--- src/rtl/skin_pkg.sv ---
// skin_pkg: shared definitions for the skin-mask / bounding-box pipeline.
//   - default colour thresholds (HSV, 8-bit per channel)
//   - default coordinate and pixel-count widths
//   - tracker FSM state type
//   - small unsigned range helpers. These keep compares against a zero-valued
//     parameter from collapsing into a constant.
package skin_pkg;

  localparam logic [7:0] H_MIN_DEF = 8'd0;
  localparam logic [7:0] H_MAX_DEF = 8'd35;
  localparam logic [7:0] S_MIN_DEF = 8'd40;
  localparam logic [7:0] S_MAX_DEF = 8'd200;
  localparam logic [7:0] V_MIN_DEF = 8'd60;

  localparam int XW_DEF = 11;
  localparam int YW_DEF = 11;
  localparam int CW_DEF = 21;

  typedef enum logic [1:0] {
    WAIT_FRAME = 2'd0,
    ACTIVE     = 2'd1,
    REPORT     = 2'd2
  } state_t;

  function automatic logic ge8(input logic [7:0] val, input logic [7:0] lo);
    return val >= lo;
  endfunction

  function automatic logic le8(input logic [7:0] val, input logic [7:0] hi);
    return val <= hi;
  endfunction

endpackage

--- src/rtl/skin_bbox_pos.sv ---
// video_pos_counter: sync edge detection plus pixel x/y position counters.
// It can be reused by any overlay stage that needs raster coordinates.
// Ports:
//   clk, rst, ce   pixel clock, synchronous active-high reset, clock enable
//   i_de           data enable
//   i_vsync        vsync, active high
//   o_x, o_y       position of the pixel currently on the inputs. This is the
//                  value before the increment, so the first pixel is (0,0).
//   o_vsync_rise   combinational vsync rising-edge flag for the current cycle
module video_pos_counter
  import skin_pkg::*;
#(
  parameter int XW = XW_DEF,
  parameter int YW = YW_DEF
) (
  input  logic          clk,
  input  logic          rst,
  input  logic          ce,
  input  logic          i_de,
  input  logic          i_vsync,
  output logic [XW-1:0] o_x,
  output logic [YW-1:0] o_y,
  output logic          o_vsync_rise
);

  logic          r_de_d;
  logic          r_vs_d;
  logic [XW-1:0] r_x;
  logic [YW-1:0] r_y;
  logic          w_de_fall;

  assign w_de_fall    = ~i_de & r_de_d;
  assign o_vsync_rise = i_vsync & ~r_vs_d;
  assign o_x          = r_x;
  assign o_y          = r_y;

  always_ff @(posedge clk) begin
    if (rst) begin
      r_de_d <= 1'b0;
      r_vs_d <= 1'b0;
      r_x    <= '0;
      r_y    <= '0;
    end else if (ce) begin
      r_de_d <= i_de;
      r_vs_d <= i_vsync;

      // Both counters saturate at all-ones. This keeps oversized rasters from
      // wrapping back into a small, plausible-looking bounding box.
      if (i_de) begin
        if (r_x != '1) r_x <= r_x + 1'b1;
      end else if (w_de_fall) begin
        r_x <= '0;
      end

      if (o_vsync_rise) begin
        r_y <= '0;
      end else if (w_de_fall && (r_y != '1)) begin
        r_y <= r_y + 1'b1;
      end
    end
  end

endmodule

--- src/rtl/skin_bbox.sv ---
// skin_bbox: thresholds an HSV pixel stream into a binary skin mask. The mask
// is forwarded as 0x00/0xFF video. The module also reports the skin bounding
// box and the skin pixel count once per frame.
// Ports:
//   clk, rst, ce                 pixel clock, sync active-high reset, clock enable
//   de_in, hsync_in, vsync_in    input syncs (vsync rise = frame boundary)
//   h_in, s_in, v_in             pixel colour
//   mask_r/g/b                   0xFF for a skin pixel, otherwise 0x00 (1-cycle latency)
//   de_out, hsync_out, vsync_out input syncs delayed by one cycle
//   x_min, x_max, y_min, y_max   bounding box of the last reported frame
//   skin_count                   skin pixels in the last reported frame (saturating)
//   bbox_empty                   set when the last reported frame had no skin
//   bbox_valid                   one-cycle pulse when the report outputs update
//
// state      | meaning
// WAIT_FRAME | after reset; pixels ignored until the first frame boundary
// ACTIVE     | accumulating skin statistics for the current frame
// REPORT     | one cycle: publish the totals and restart the accumulators
module skin_bbox
  import skin_pkg::*;
#(
  parameter logic [7:0] H_MIN = H_MIN_DEF,
  parameter logic [7:0] H_MAX = H_MAX_DEF,
  parameter logic [7:0] S_MIN = S_MIN_DEF,
  parameter logic [7:0] S_MAX = S_MAX_DEF,
  parameter logic [7:0] V_MIN = V_MIN_DEF,
  parameter int         XW    = XW_DEF,
  parameter int         YW    = YW_DEF,
  parameter int         CW    = CW_DEF
) (
  input  logic          clk,
  input  logic          rst,
  input  logic          ce,
  input  logic          de_in,
  input  logic          hsync_in,
  input  logic          vsync_in,
  input  logic [7:0]    h_in,
  input  logic [7:0]    s_in,
  input  logic [7:0]    v_in,
  output logic [7:0]    mask_r,
  output logic [7:0]    mask_g,
  output logic [7:0]    mask_b,
  output logic          de_out,
  output logic          hsync_out,
  output logic          vsync_out,
  output logic [XW-1:0] x_min,
  output logic [XW-1:0] x_max,
  output logic [YW-1:0] y_min,
  output logic [YW-1:0] y_max,
  output logic [CW-1:0] skin_count,
  output logic          bbox_empty,
  output logic          bbox_valid
);

  logic [XW-1:0] w_x;
  logic [YW-1:0] w_y;
  logic          w_vs_rise;
  logic          w_hue_ok;
  logic          w_skin;

  state_t        r_state;
  logic [7:0]    r_mask;
  logic          r_de_out, r_hs_out, r_vs_out;
  logic          r_acc_seen;
  logic [CW-1:0] r_acc_cnt;
  logic [XW-1:0] r_acc_x_min, r_acc_x_max;
  logic [YW-1:0] r_acc_y_min, r_acc_y_max;
  logic [XW-1:0] r_x_min, r_x_max;
  logic [YW-1:0] r_y_min, r_y_max;
  logic [CW-1:0] r_count;
  logic          r_empty;
  logic          r_valid;

  video_pos_counter #(.XW(XW), .YW(YW)) u_pos (
    .clk          (clk),
    .rst          (rst),
    .ce           (ce),
    .i_de         (de_in),
    .i_vsync      (vsync_in),
    .o_x          (w_x),
    .o_y          (w_y),
    .o_vsync_rise (w_vs_rise)
  );

  // If H_MIN > H_MAX, the hue window wraps through 0 (red sits on both ends of
  // the hue circle).
  assign w_hue_ok = (H_MIN <= H_MAX) ? (ge8(h_in, H_MIN) & le8(h_in, H_MAX))
                                     : (ge8(h_in, H_MIN) | le8(h_in, H_MAX));
  assign w_skin   = de_in & w_hue_ok & ge8(s_in, S_MIN) & le8(s_in, S_MAX)
                  & ge8(v_in, V_MIN);

  assign mask_r     = r_mask;
  assign mask_g     = r_mask;
  assign mask_b     = r_mask;
  assign de_out     = r_de_out;
  assign hsync_out  = r_hs_out;
  assign vsync_out  = r_vs_out;
  assign x_min      = r_x_min;
  assign x_max      = r_x_max;
  assign y_min      = r_y_min;
  assign y_max      = r_y_max;
  assign skin_count = r_count;
  assign bbox_empty = r_empty;
  assign bbox_valid = r_valid;

  always_ff @(posedge clk) begin
    if (rst) begin
      r_state     <= WAIT_FRAME;
      r_mask      <= 8'h00;
      r_de_out    <= 1'b0;
      r_hs_out    <= 1'b0;
      r_vs_out    <= 1'b0;
      r_acc_seen  <= 1'b0;
      r_acc_cnt   <= '0;
      r_acc_x_min <= '0;
      r_acc_x_max <= '0;
      r_acc_y_min <= '0;
      r_acc_y_max <= '0;
      r_x_min     <= '0;
      r_x_max     <= '0;
      r_y_min     <= '0;
      r_y_max     <= '0;
      r_count     <= '0;
      r_empty     <= 1'b1;
      r_valid     <= 1'b0;
    end else if (ce) begin
      r_mask   <= w_skin ? 8'hFF : 8'h00;
      r_de_out <= de_in;
      r_hs_out <= hsync_in;
      r_vs_out <= vsync_in;
      r_valid  <= 1'b0;

      case (r_state)
        WAIT_FRAME: begin
          if (w_vs_rise) begin
            r_state     <= ACTIVE;
            r_acc_seen  <= 1'b0;
            r_acc_cnt   <= '0;
            r_acc_x_min <= '0;
            r_acc_x_max <= '0;
            r_acc_y_min <= '0;
            r_acc_y_max <= '0;
          end
        end

        ACTIVE: begin
          // A skin pixel that arrives on the vsync edge is dropped. With valid
          // video timing, de is low here anyway.
          if (w_vs_rise) begin
            r_state <= REPORT;
          end else if (w_skin) begin
            if (r_acc_cnt != '1) r_acc_cnt <= r_acc_cnt + 1'b1;
            r_acc_seen <= 1'b1;
            if (!r_acc_seen) begin
              r_acc_x_min <= w_x;
              r_acc_x_max <= w_x;
              r_acc_y_min <= w_y;
              r_acc_y_max <= w_y;
            end else begin
              if (w_x < r_acc_x_min) r_acc_x_min <= w_x;
              if (w_x > r_acc_x_max) r_acc_x_max <= w_x;
              if (w_y < r_acc_y_min) r_acc_y_min <= w_y;
              if (w_y > r_acc_y_max) r_acc_y_max <= w_y;
            end
          end
        end

        REPORT: begin
          // vsync is still high in this cycle, so no pixel can arrive here.
          // Bounds of an empty frame are already 0 from the accumulator clear.
          r_x_min     <= r_acc_x_min;
          r_x_max     <= r_acc_x_max;
          r_y_min     <= r_acc_y_min;
          r_y_max     <= r_acc_y_max;
          r_count     <= r_acc_cnt;
          r_empty     <= ~r_acc_seen;
          r_valid     <= 1'b1;
          r_acc_seen  <= 1'b0;
          r_acc_cnt   <= '0;
          r_acc_x_min <= '0;
          r_acc_x_max <= '0;
          r_acc_y_min <= '0;
          r_acc_y_max <= '0;
          r_state     <= ACTIVE;
        end

        default: r_state <= WAIT_FRAME;
      endcase
    end else begin
      r_valid <= 1'b0;
    end
  end

endmodule
--- config.mk ---
export PLATFORM = sky130hd
export DESIGN_NAME = skin_bbox
export DESIGN_NICKNAME = d
export VERILOG_FILES = /design/src/rtl/skin_pkg.sv /design/src/rtl/skin_bbox_pos.sv /design/src/rtl/skin_bbox.sv
export SDC_FILE = /design/constraint.sdc
export NUM_CORES = 1
export LEC_CHECK = 0
export CAP_MARGIN = 20
export CELL_PAD_IN_SITES_DETAIL_PLACEMENT = 1
export CELL_PAD_IN_SITES_GLOBAL_PLACEMENT = 1
export CORE_ASPECT_RATIO = 1.5
export CORE_MARGIN = 8
export CORE_UTILIZATION = 30
export CTS_BUF_LIST = sky130_fd_sc_hd__clkbuf_2
export DETAILED_ROUTE_END_ITERATION = 8
export PLACE_DENSITY = 0.62
export SETUP_SLACK_MARGIN = 0.4
export SLEW_MARGIN = 5
export SYNTH_ARGS = -nofsm -noshare
export SYNTH_HDL_FRONTEND = slang
export SYNTH_SLANG_ARGS = --single-unit
--- constraint.sdc ---
create_clock -name clk -period 2.8 [get_ports clk]
set_clock_uncertainty 0.1 [all_clocks]
set_input_delay 0.28 -clock clk [delete_from_list [all_inputs] [get_ports clk]]
set_output_delay 0.28 -clock clk [all_outputs]
set_load 0.01 [all_outputs]
==> results by stage, run 1 <==
Outcome:
- The flow ran to the end, and the final reports show no timing, DRC or antenna violations.

Synth:
- The net count of the mapped netlist is 1038.
- The most used flip-flop cell after synthesis is dfxtp_1.
- The dominant cell type by area after synthesis is dfxtp_1.
- Summed over its instances, the top area cell type makes up 41.18% of the synthesized netlist area.
- The number of distinct standard cells referenced by the synthesized netlist is 58.
- The share of the yosys chip area belonging to registers is between 40% and 50%.
- The post-synth design cell area is 0.007826 sq mm.
- Counting every instance in the synthesized netlist gives 963.
- The count of yosys warnings during synthesis is 0.
- The proportion of register bits with asynchronous set or reset after synthesis is 0%.
- Synthesis inferred about 160 register bits.
- Each instance of the synthesized netlist takes up on average 8.127 sq um.
- The count of flip-flops with a built-in enable after synthesis is 0.
- Sorting the synthesized cells by area gives the leading types as dfxtp_1, nand2_1, ha_1.

Power and ir drop:
- For this design the static power due to leakage is 3.617 nW.
- Power spread over the standard cell area amounts to 404.4 mW/mm^2.
- The maximum ir drop on the vdd rail is about 0.18 mV.

Setup path:
- In this run the worst path has a maximum fanout of 9.
- The endpoint class of the critical path is a flop.
- The worst setup path is launched from an input port.
- The data required time at the worst endpoint is around 3400 ps.
- The type of the setup path with the least slack is in -> reg.
- The data arrival time at the worst-slack endpoint is 2900 ps.

Flow run:
- Across the run, the number of max-cap violations was 0.

Cells and area:
- Counting the fill cells in the layout gives 3132.
- The share of final-layout standard cells stronger than drive strength 1 is 8.676%.
- In the layout the commonest cells are nand2_1, dfxtp_1, clkdlybuf4s50_1.
- Leaving out fill and tap cells, the most frequent cell in the layout is nand2_1.
- From synthesis to final layout, the design area changed by 24.97%.
- The core utilization of the finished layout is a little under two fifths.
- Summing all non-filler instances in the final layout gives an area of slightly below 0.01 sq mm.
- The net count of the finished layout is approximately 1.2k.
- The multi-input combinational cells in the finished layout cover a total of 0.004050 sq mm.
- The sequential cells in the finished layout cover a total of 0.003232 sq mm.

CTS:
- Counting the buffers created by CTS gives 17.
- TritonCTS built the clock tree.
- After clock tree synthesis, the clock-pin slew on the worst setup and hold paths is 220 ps.
- The clock reaches the later pin of the worst-skew pair after 790 ps.
- The clock passes through at most 2 buffers.
- The clock sink total is 161.
- The cell chosen for the clock root is clkbuf_2.
- The H-tree generated during clock tree synthesis spans 4 levels.

GRT:
- The overall global routing resource usage is 14.96%.
- The wire length of the first global-routing pass is 38100 microns.
- The number of global-route vias before repair is 7526.
- Entering global routing, the biggest net connects 52 pins.
- The number of antenna violations at the first check in global routing is 1.
- The total overflow left after global routing is 0.

STA:
- The worst slew slack as a fraction of its limit is between 50% and 60%.
- The number of slew-limit violations in the final report is 0.
- Summed over all failing endpoints, the final setup total negative slack is 0 ps.
- The final-report hold violation count is 0.
- The worst path uses 82.73% of the clock period.
- The smallest hold slack is 195.0 ps.
- The upper clock frequency limit is ~430 MHz.
- Setup violations remaining at the end of the flow were counted as 0.
- The slew at the pin with the worst max-slew slack is approximately 640 ps.
- For the finished layout, the period the worst path requires is between 2000 and 2500 ps.
- Setup repair after global routing could not meet its margin everywhere.

Floorplanning:
- The initialized floorplan defines 72 standard-cell rows.
- The starting density of the core is 30.38%.
- The die covers 0.03162 sq mm.
- The die span in y is 213.8 microns.
- The number of top-level design ports is 124.
- The placeable core area is 0.02576 sq mm.
- The horizontal die dimension is 147.9 microns.

Placement:
- The placement-stage cell area is 0.009417 sq mm.
- The final RePlAce weighted congestion is around 0.79.
- The number of input and output port buffers inserted is 119.
- The final HPWL from detailed placement is 17190 microns.

Detailed routing:
- The number of iterations in the first detailed-routing pass is 6.
- The DRC violation total after the first TritonRoute iteration is ~160.
- The number of remaining DRC errors is 0.
- The total wire length is 22980 microns.
- The final antenna-violating net count is 0.
- The via count is 7003.
- After detailed routing, the average wire length per cell comes to 16.08 microns.
- In the routed layout, each cell is associated on average with a via count of 4.901.

Min path:
- The class of the tightest hold or removal check is in -> reg.
[cell usage after synthesis, types with 20 or more instances]
cell and count:
inv_1 55, clkbuf_1 34, dfxtp_1 161, a21oi_1 97
buf_4 23, nor2_1 53, nand2_1 218, o21ai_0 20
ha_1 45, mux2i_1 47, nand3_1 49
[report_power, final]
group / total, mW / internal [mW] / switching [mW]
clock network: 1.33 / 0.482 / 0.848
logic: 0.316 / 0.136 / 0.180
registers: 2.31 / 2.30 / 0.00752
[worst max-delay path: stages]
cell and delay (ps):
clkdlybuf4s50_1 470, dlygate4sd3_1 560, nand2_2 70, a2111oi_4 250, nand4_4 180, o32ai_4 370, buf_12 160, o31ai_2 60
buf_4 160, buf_12 140, mux2i_1 170
[per-stage QoR]
step / cells / setup WS, ps / total power, mW
floorplan: 963 / 648.1 / 2.523
global placement: 1388 / 49.31 / 2.663
detailed placement: 1388 / 21.34 / 2.665
CTS: 1426 / 406.9 / 4.010
global route: 1429 / 342.3 / 4.129
finish: 1429 / 483.7 / 3.955
[routing by layer]
metal | up-vias | global-route usage, % | routed length, microns
li1 | 3513 | - | -
met2 | 105 | 28.30 | 12030
met1 | 3364 | 16.20 | 9686
met3 | 21 | 3.442 | 955
met5 | - | 0 | 0
met4 | 0 | 4.481 | 308
[final timing paths]
path	startpoint	endpoint	slack (ps)	cells past startpoint
max	ce	r_acc_y_max[5]$_SDFFE_PP0P_	480	11
min	ce	r_state[1]$_SDFFE_PP0P_	190	4
max reg2reg	r_acc_cnt[1]$_SDFFE_PP0P_	r_acc_cnt[11]$_SDFFE_PP0P_	530	7
min reg2reg	x_max[8]$_SDFFE_PP0P_	x_max[8]$_SDFFE_PP0P_	370	2
[flip-flops by register name, summed over array words and instances, names as in the netlist, 2 cells and up]
signal	count
x_max	11
y_min	11
skin_count	21
r_acc_y_min	11
r_state	2
u_pos.o_y	11
u_pos.o_x	11
r_acc_x_min	11
r_acc_y_max	11
r_acc_x_max	11
x_min	11
r_acc_cnt	21
y_max	11
[timing repair]
action / in CTS / in global routing
endpoints found under the setup margin: 42 / 47
resized for setup: 4 / 6
buffers inserted: 2 / 2
hold buffers: 5 / 0
pin swaps: 1 / 4
endpoints found under the hold margin: 28 / 0
[cell type report]
type,count,share of cell area (%)
Sequential cell,161,33.04
Antenna cell,1,0.02559
Clock buffer,18,0.9211
Timing Repair Buffer,170,16.71
Inverter,56,2.149
Multi-Input combinational cell,677,41.41
Tap cell,333,4.260
Clock inverter,13,1.484
[kinds of logic after synthesis]
family                   Yosys count  share of synthesized area, %
AND/OR/NAND/NOR                  401                         22.81
adder cells (fa/ha/maj)           45                         7.194
flip-flops                       161                         41.18
buffers and inverters            125                         7.626
AO/OA/AOI/OAI                    169                         13.49
XOR/XNOR                          15                         1.679
multiplexers                      47                         6.011
Power figures use the tool's default switching activity.
==> run 2: changes to the inputs <==
--- a/config.mk
+++ b/config.mk
@@ -13,7 +13,7 @@
 export CORE_UTILIZATION = 30
 export CTS_BUF_LIST = sky130_fd_sc_hd__clkbuf_2
 export DETAILED_ROUTE_END_ITERATION = 8
-export PLACE_DENSITY = 0.62
+export PLACE_DENSITY = 0.64
 export SETUP_SLACK_MARGIN = 0.4
 export SLEW_MARGIN = 5
 export SYNTH_ARGS = -nofsm -noshare
==> constraint.sdc (replaced) <==
create_clock -name clk -period 2 [get_ports clk]
set_clock_uncertainty 0.1 [all_clocks]
set_input_delay 0.2 -clock clk [delete_from_list [all_inputs] [get_ports clk]]
set_output_delay 0.2 -clock clk [all_outputs]
set_load 0.01 [all_outputs]
==> run 2 against run 1 <==
- first-iteration DRC count up 84%
- cell count is 11% higher
- flip-flop and latch count did not move
- worst hold slack got worse by 37 ps
- the run now ends with negative setup slack left
- combinational power rose by 110%
- routed wire length is 35% higher
- register-to-register slack lost 660 ps
- sequential power rose by 39%
- critical path type is now reg -> reg
- die area did not move
==> results by stage, run 2 (same netlist as run 1, synthesis figures left out) <==
STA:
- The upper clock frequency limit is 469.6 MHz.
- The number of slew-limit violations in the final report came to 0.
- The worst path uses 106.5% of the clock period.
- Setup total negative slack on the finished layout was measured at -2444 ps.
- The final worst-path setup slack is -129.6 ps.
- The final-report hold violation count came to 0.
- Setup repair after global routing could not meet its margin everywhere.
- For the pin with the worst max-slew slack, the measured transition is 591.0 ps.
- The count of final setup violators is 33.
- Headroom to the max-slew limit came out at 60.60%.
- The smallest clock period supported by the final layout is computed as approximately 2100 ps.

Placement:
- The final RePlAce weighted congestion is a little over 0.8.
- Port buffering added 119 buffers.
- Before CTS, the worst setup slack after placement is -644.3 ps.
- The final HPWL from detailed placement is ~18000 microns.

Floorplanning:
- The site row count is between 70 and 80.
- The core region is 0.02576 sq mm.
- The die outline area is 0.03162 sq mm.
- In this run the count of I/O pins placed on the die edge is 124.
- The initial utilization of the core area, before any placement, comes to a little under a third.
- The die is 213.8 microns tall.
- The die is between 100 and 150 microns wide.

GRT:
- The number of antenna violations at the first check in global routing is 1.
- The number of global-route vias before repair is approximately 8.4k.
- The overall global routing resource usage is 17.43%.
- Entering global routing, the biggest net connects 96 pins.
- The wire length of the first global-routing pass is 44020 microns.
- Summed over all layers, the global routing overflow is 0.

CTS:
- The buffer levels on the longest clock path is 2.
- The H-tree depth is 4.
- The clock-pin slew reported for the worst setup and hold paths after clock tree synthesis is 240 ps.
- The TritonCTS clock tree is yes.
- The later pin in the worst-skew pair is clocked with a latency of about 800 ps.
- The CTS buffer count is 17.
- The cell chosen for the clock root is clkbuf_2.
- The clock sink total is 161.

Outcome:
- The run finished, with violations left.
- The final reports fail on negative setup slack.

Cells and area:
- The layout net count is about 1.3k.
- Measured on the finished design, the core utilization comes to roughly half.
- The layout-stage area growth over the synthesis result is 69.54%.
- The post-route netlist has 54.29% of its cells at a drive strength greater than 1.
- Leaving out fill and tap cells, the most frequent cell in the layout is nand2_1.
- In the layout the commonest cells are nand2_1, buf_6, buf_4.
- The filler cell count in the final layout is 2870.

Detailed routing:
- For this block, the via count after detailed routing is 8053.
- The average wire per standard cell is ~20 microns.
- The DRC violation total after the first TritonRoute iteration is approximately 300.
- The detail route stage leaves a number of antenna-violating nets equal to 0.
- The vias per cell is 5.094.
- The number of iterations in the first detailed-routing pass is 4.
- The routed design has 31000 microns of wire.
- The number of remaining DRC errors is 0.

Setup path:
- The cell type of the slowest stage on the worst timing path is dfxtp_2.
- The signal on the critical path passes through inv_2 > ha_4 > nand4_1 > buf_4 > nor2_4 > nor3_4 > o31ai_4 > buf_12 > mux2i_2.
- At the worst endpoint, the arrival time is 2760 ps.
- The kind of start point of the critical path is a flop.
- STA classifies the critical path endpoint as a flop.
- The buffer and inverter count on the worst path is 3.
- The biggest fanout along the worst timing path is 8.
- The setup check on the worst reg-to-reg path leaves a slack of -130 ps.
- The worst stage delay on the critical path is 390 ps.
- The kind of cell with the highest combined delay along the critical path is buffers and inverters.
- For the worst setup path, the data required time is ~2600 ps.
- The critical path is of the reg -> reg type.

Power and ir drop:
- The leakage dissipation is 5.881 nW.
- Across the VDD grid, the largest voltage drop is around 0.30 mV.
- The portion of total power attributed to combinational logic is 11.1%.
- In this run the power density over the cells is ~450 mW/mm^2.
- Sequential cells account for 53.8% of the total power.
- Cell internal power was estimated by the tool at around 4.4 mW.
- The switching component of the power is 1.635 mW.
- Net switching is between 20% and 30% of the power.
- The share of total power dissipated in the clock network is 35.1%.

Flow run:
- Across the run, the number of max-cap violations was 0.

Min path:
- In this run the worst hold path is classified as in -> reg.
-- run 2: cell type report --
| class | count | area, sq um | share of cell area, % |
|---|---|---|---|
| Timing Repair Buffer | 321 | 3437 | 25.90 |
| Tap cell | 333 | 416.7 | 3.140 |
| Multi-Input combinational cell | 677 | 5533 | 41.70 |
| Antenna cell | 1 | 2.502 | 0.01886 |
| Sequential cell | 161 | 3392 | 25.56 |
| Clock inverter | 14 | 187.7 | 1.414 |
| Clock buffer | 18 | 90.09 | 0.6789 |
| Inverter | 56 | 210.2 | 1.584 |
-- run 2: tightest hold or removal path, stage by stage --
cell and delay (ps):
clkdlybuf4s50_1 450, buf_4 230, nand3_1 90, a21oi_1 60
-- run 2: path summary, 6_finish.rpt --
path                                                   from                          end  cells past startpoint
worst min-delay path                                     ce      r_state[1]$_SDFFE_PP0P_                      4
worst max-delay path            r_acc_y_max[5]$_SDFFE_PP0P_  r_acc_y_max[9]$_SDFFE_PP0P_                      9
worst max register to register  r_acc_y_max[5]$_SDFFE_PP0P_  r_acc_y_max[9]$_SDFFE_PP0P_                      9
worst min register to register       y_max[10]$_SDFFE_PP0P_       y_max[10]$_SDFFE_PP0P_                      2
-- run 2: through the flow --
| step | std cells | area (sq um) | power [mW] | hold slack (ps) |
|---|---|---|---|---|
| 2_1_floorplan | 963 | 7889 | 3.534 | 247.3 |
| 3_3_place_gp | 1467 | 10150 | 3.758 | 343.0 |
| 3_5_place_dp | 1467 | 10150 | 3.763 | 347.2 |
| 4_1_cts | 1545 | 11790 | 5.992 | 81.36 |
| 5_1_grt | 1581 | 13270 | 6.214 | 112.7 |
| 6_report | 1581 | 13270 | 5.990 | 158.3 |
-- run 2: per-layer routing --
metal | vias up | global-route usage, % | share of wire [%]
li1 | 3826 | - | -
met1 | 3976 | 18.46 | 39
met2 | 179 | 33.20 | 53
met3 | 72 | 3.548 | 3.9
met4 | 0 | 6.634 | 3.9
met5 | - | 0 | 0
-- run 2: power by group through the flow --
stage	Clock [mW]	Combinational, mW	Sequential (mW)
after floorplan	0	0.241	3.29
after global placement	0	0.466	3.29
after detailed placement	0	0.470	3.29
after CTS	2.17	0.599	3.23
after global routing	2.29	0.702	3.22
final	2.10	0.667	3.22
-- run 2: timing repair --
item,CTS,global route
hold endpoints to repair,161,0
hold buffers,4,0
buffers inserted,38,24
pin swaps,83,117
gates resized for setup,724,249
endpoints found under the setup margin,177,246
cloned,4,11
==> run 3: changes to the inputs <==
--- a/config.mk
+++ b/config.mk
@@ -15,6 +15,7 @@
 export DETAILED_ROUTE_END_ITERATION = 8
 export PLACE_DENSITY = 0.64
 export SETUP_SLACK_MARGIN = 0.4
+export SKIP_CTS_REPAIR_TIMING = 1
 export SLEW_MARGIN = 5
 export SYNTH_ARGS = -nofsm -noshare
 export SYNTH_HDL_FRONTEND = slang
==> run 3 against run 2 <==
- the flow still finishes with violations (negative setup slack)
- cell count shrank 2.4%
- core utilization decreased by 5.7 points
- via count down 5.5%
- total power down 2.4%
- worst hold slack improved by 26 ps
- first-iteration DRC count shrank 1.0%
- critical path depth up 1
- clock power is essentially flat
- critical path type unchanged
- largest cell class unchanged
- largest power group unchanged
==> results by stage, run 3 (same netlist as run 1, synthesis figures left out) <==
STA:
- The number of slew-limit violations in the final report was 0.
- In the finished design, the share of the clock period the worst path needs comes to 107.4%.
- Setup repair after global routing could not meet its margin everywhere.
- The final-report hold violation count is 0.
- The total negative slack for setup checks is -2267 ps.
- Setup violations remaining at the end of the flow were counted as 31.
- Based on the critical path, the design can be clocked at up to 465.6 MHz.
- The final worst-path setup slack is -147.7 ps.
- The slew at the pin with the worst max-slew slack is 614.9 ps.
- For the finished layout, the period the worst path requires is 2148 ps.
- In this run the tightest slew margin relative to its limit is 58.63%.

CTS:
- The clock passes through at most 2 buffers.
- The TritonCTS clock tree is yes.
- For the worst-skew pair, the clock arrives at the later sink with an insertion delay of 810 ps.
- The H-tree depth is 4.
- The clock-pin slew reported for the worst setup and hold paths after clock tree synthesis is 280 ps.
- The cell chosen for the clock root is clkbuf_2.
- The clock net in this run drives a total of roughly 160 sinks.
- The CTS buffer count is 17.

Cells and area:
- Compared with the post-synthesis result, the final layout area differs by 50.71%.
- Cells with a size suffix above 1 make up between 40% and 50% of the layout.
- Leaving out fill and tap cells, the most frequent cell in the layout is nand2_1.
- For this run, the post-layout net count is 1271.
- The final non-filler cell total is 1543.
- Once layout is done, the placed cells without fillers occupy between 0.01 and 0.015 sq mm.
- The top cell types in the final layout, fill and taps aside, are nand2_1, buf_4, buf_6.

Flow run:
- Max-cap violations in this run came to 0.

Placement:
- The final HPWL from detailed placement is 17900 microns.
- During placement, the flow inserted port buffers numbering roughly 120.
- The instance count after placement with tap cells included is ~1.5k.
- The congestion estimate from routability-driven global placement came to 0.8130.
- The placement-stage cell area is around 0.010 sq mm.

Setup path:
- The kind of start point of the critical path is a flop.
- At the worst endpoint, the required time is 2610 ps.
- The startpoint of the worst setup timing path is r_acc_cnt[1]$_SDFFE_PP0P_.
- The worst setup path is captured at a flop.
- By startpoint and endpoint, the worst setup path is classified as reg -> reg.
- The data arrival time at the worst-slack endpoint is 2760 ps.
- Of all nets on the critical path, the largest fanout is 5.
- The critical register-to-register path startpoint is r_acc_cnt[1]$_SDFFE_PP0P_.

GRT:
- Global routing consumed, on the met1 layer, 16.39% of the routing resources.
- The number of global-route vias before repair came to 7704.
- Entering global routing, the biggest net connects between 90 and 100 pins.
- The global routing met3 resource utilization is 3.147%.
- The residual overflow from global routing is 0.
- The met2 usage in global routing is 29.39%.
- In the global route stage, overall resource usage came out at 15.35%.
- The number of antenna violations at the first check in global routing came to 1.
- The wire length of the first global-routing pass is 39050 microns.
- The busiest layer in global routing is met2.

Floorplanning:
- The placeable core area is roughly 0.026 sq mm.
- The die is 213.8 microns tall.
- For this configuration, the core starts out at a cell density of 30.38%.
- From left edge to right edge, the die measures 147.9 microns.
- The site row count is 72.
- The number of top-level design ports is 124.
- The die covers about 0.032 sq mm.

Detailed routing:
- The total wire length is between 20000 and 30000 microns.
- Detailed routing inserted a total of between 7k and 8k vias.
- After the first detailed-routing iteration, the DRC count stood at about 300.
- For this run, design rule violations remaining after detail routing come to 0.
- In this run the remaining antenna-violating nets after routing total 0.
- The number of iterations in the first detailed-routing pass is 4.
- The vias per cell is 4.934.
- In the final routed layout, each cell accounts on average for roughly 17 microns.

Power and ir drop:
- Of the total power, the share spent switching nets is about a quarter.
- The portion of total power attributed to combinational logic is 9.3%.
- The total power density per cell area is about 500 mW/mm^2.
- The maximum ir drop on the vdd rail is 0.3039 mV.
- The clock network fraction of design power is a little over a third.
- The relative contribution of sequential cells to total power is a little under three fifths.
- The leakage dissipation is between 4 and 5 nW.
- The internal portion of total power is 4.294 mW.
- The switching component of the power is around 1.6 mW.

Outcome:
- The flow ran to the end, but the final reports show violations.
- The final reports fail on negative setup slack.

Min path:
- The startpoint of the worst hold path is ce.
- The class of the tightest hold or removal check is in -> reg.
[run 3: routing by layer]
layer,vias to the layer above,wire length (microns),part of all wire [%]
li1,3746,-,-
met1,3671,10570,40
met2,159,13980,53
met3,37,1149,4.4
met4,0,567,2.2
met5,-,0,0
[run 3: layout make-up]
| type | count | area (sq um) |
|---|---|---|
| sequential | 161 | 3379 |
| inverter | 56 | 210.2 |
| clock inverter | 14 | 187.7 |
| antenna | 1 | 2.502 |
| multi-input combinational | 678 | 4644 |
| fill | 2992 | 13970 |
| timing repair buffer | 282 | 2864 |
| tap | 333 | 416.7 |
| clock buffer | 18 | 90.09 |
[run 3: worst paths after layout]
path                                      to  slack (ps)  depth (start not counted)
setup reg to reg  r_acc_cnt[19]$_SDFFE_PP0P_        -150                         10
hold / removal     u_pos.r_vs_d$_SDFFE_PP0P_         180                          4
hold reg to reg        x_min[0]$_SDFFE_PP0P_         370                          2
setup / recovery  r_acc_cnt[19]$_SDFFE_PP0P_        -150                         10
[run 3: power groups by stage]
stage                     Sequential, mW  Clock (mW)  Combinational (mW)
final                               3.22        2.08               0.545
after global routing                3.23        2.28               0.581
after CTS                           3.23        2.17               0.471
after detailed placement            3.29           0               0.470
after global placement              3.29           0               0.466
after floorplan                     3.29           0               0.241
[run 3: worst max-delay path, stage by stage (launching register included)]
cell and delay [ps]:
dfxtp_4 420, ha_4 160, and3_4 180, nand4_1 160
nor3_2 70, buf_4 160, a2111oi_4 350, buf_6 180
buf_8 120, nand3b_1 80, o311ai_1 70
[run 3: through the flow]
stage / power [mW] / setup slack (ps) / hold WS [ps] / utilization (%)
5_1_grt: 6.087 / -195.2 / 135.9 / 45.78
4_1_cts: 5.871 / -442.9 / -351.4 / 40.47
3_5_place_dp: 3.763 / -644.3 / 347.2 / 39.39
6_report: 5.848 / -147.7 / 184.7 / 45.78
2_1_floorplan: 3.534 / -56.09 / 247.3 / -
3_3_place_gp: 3.758 / -580.5 / 343.0 / 39.39
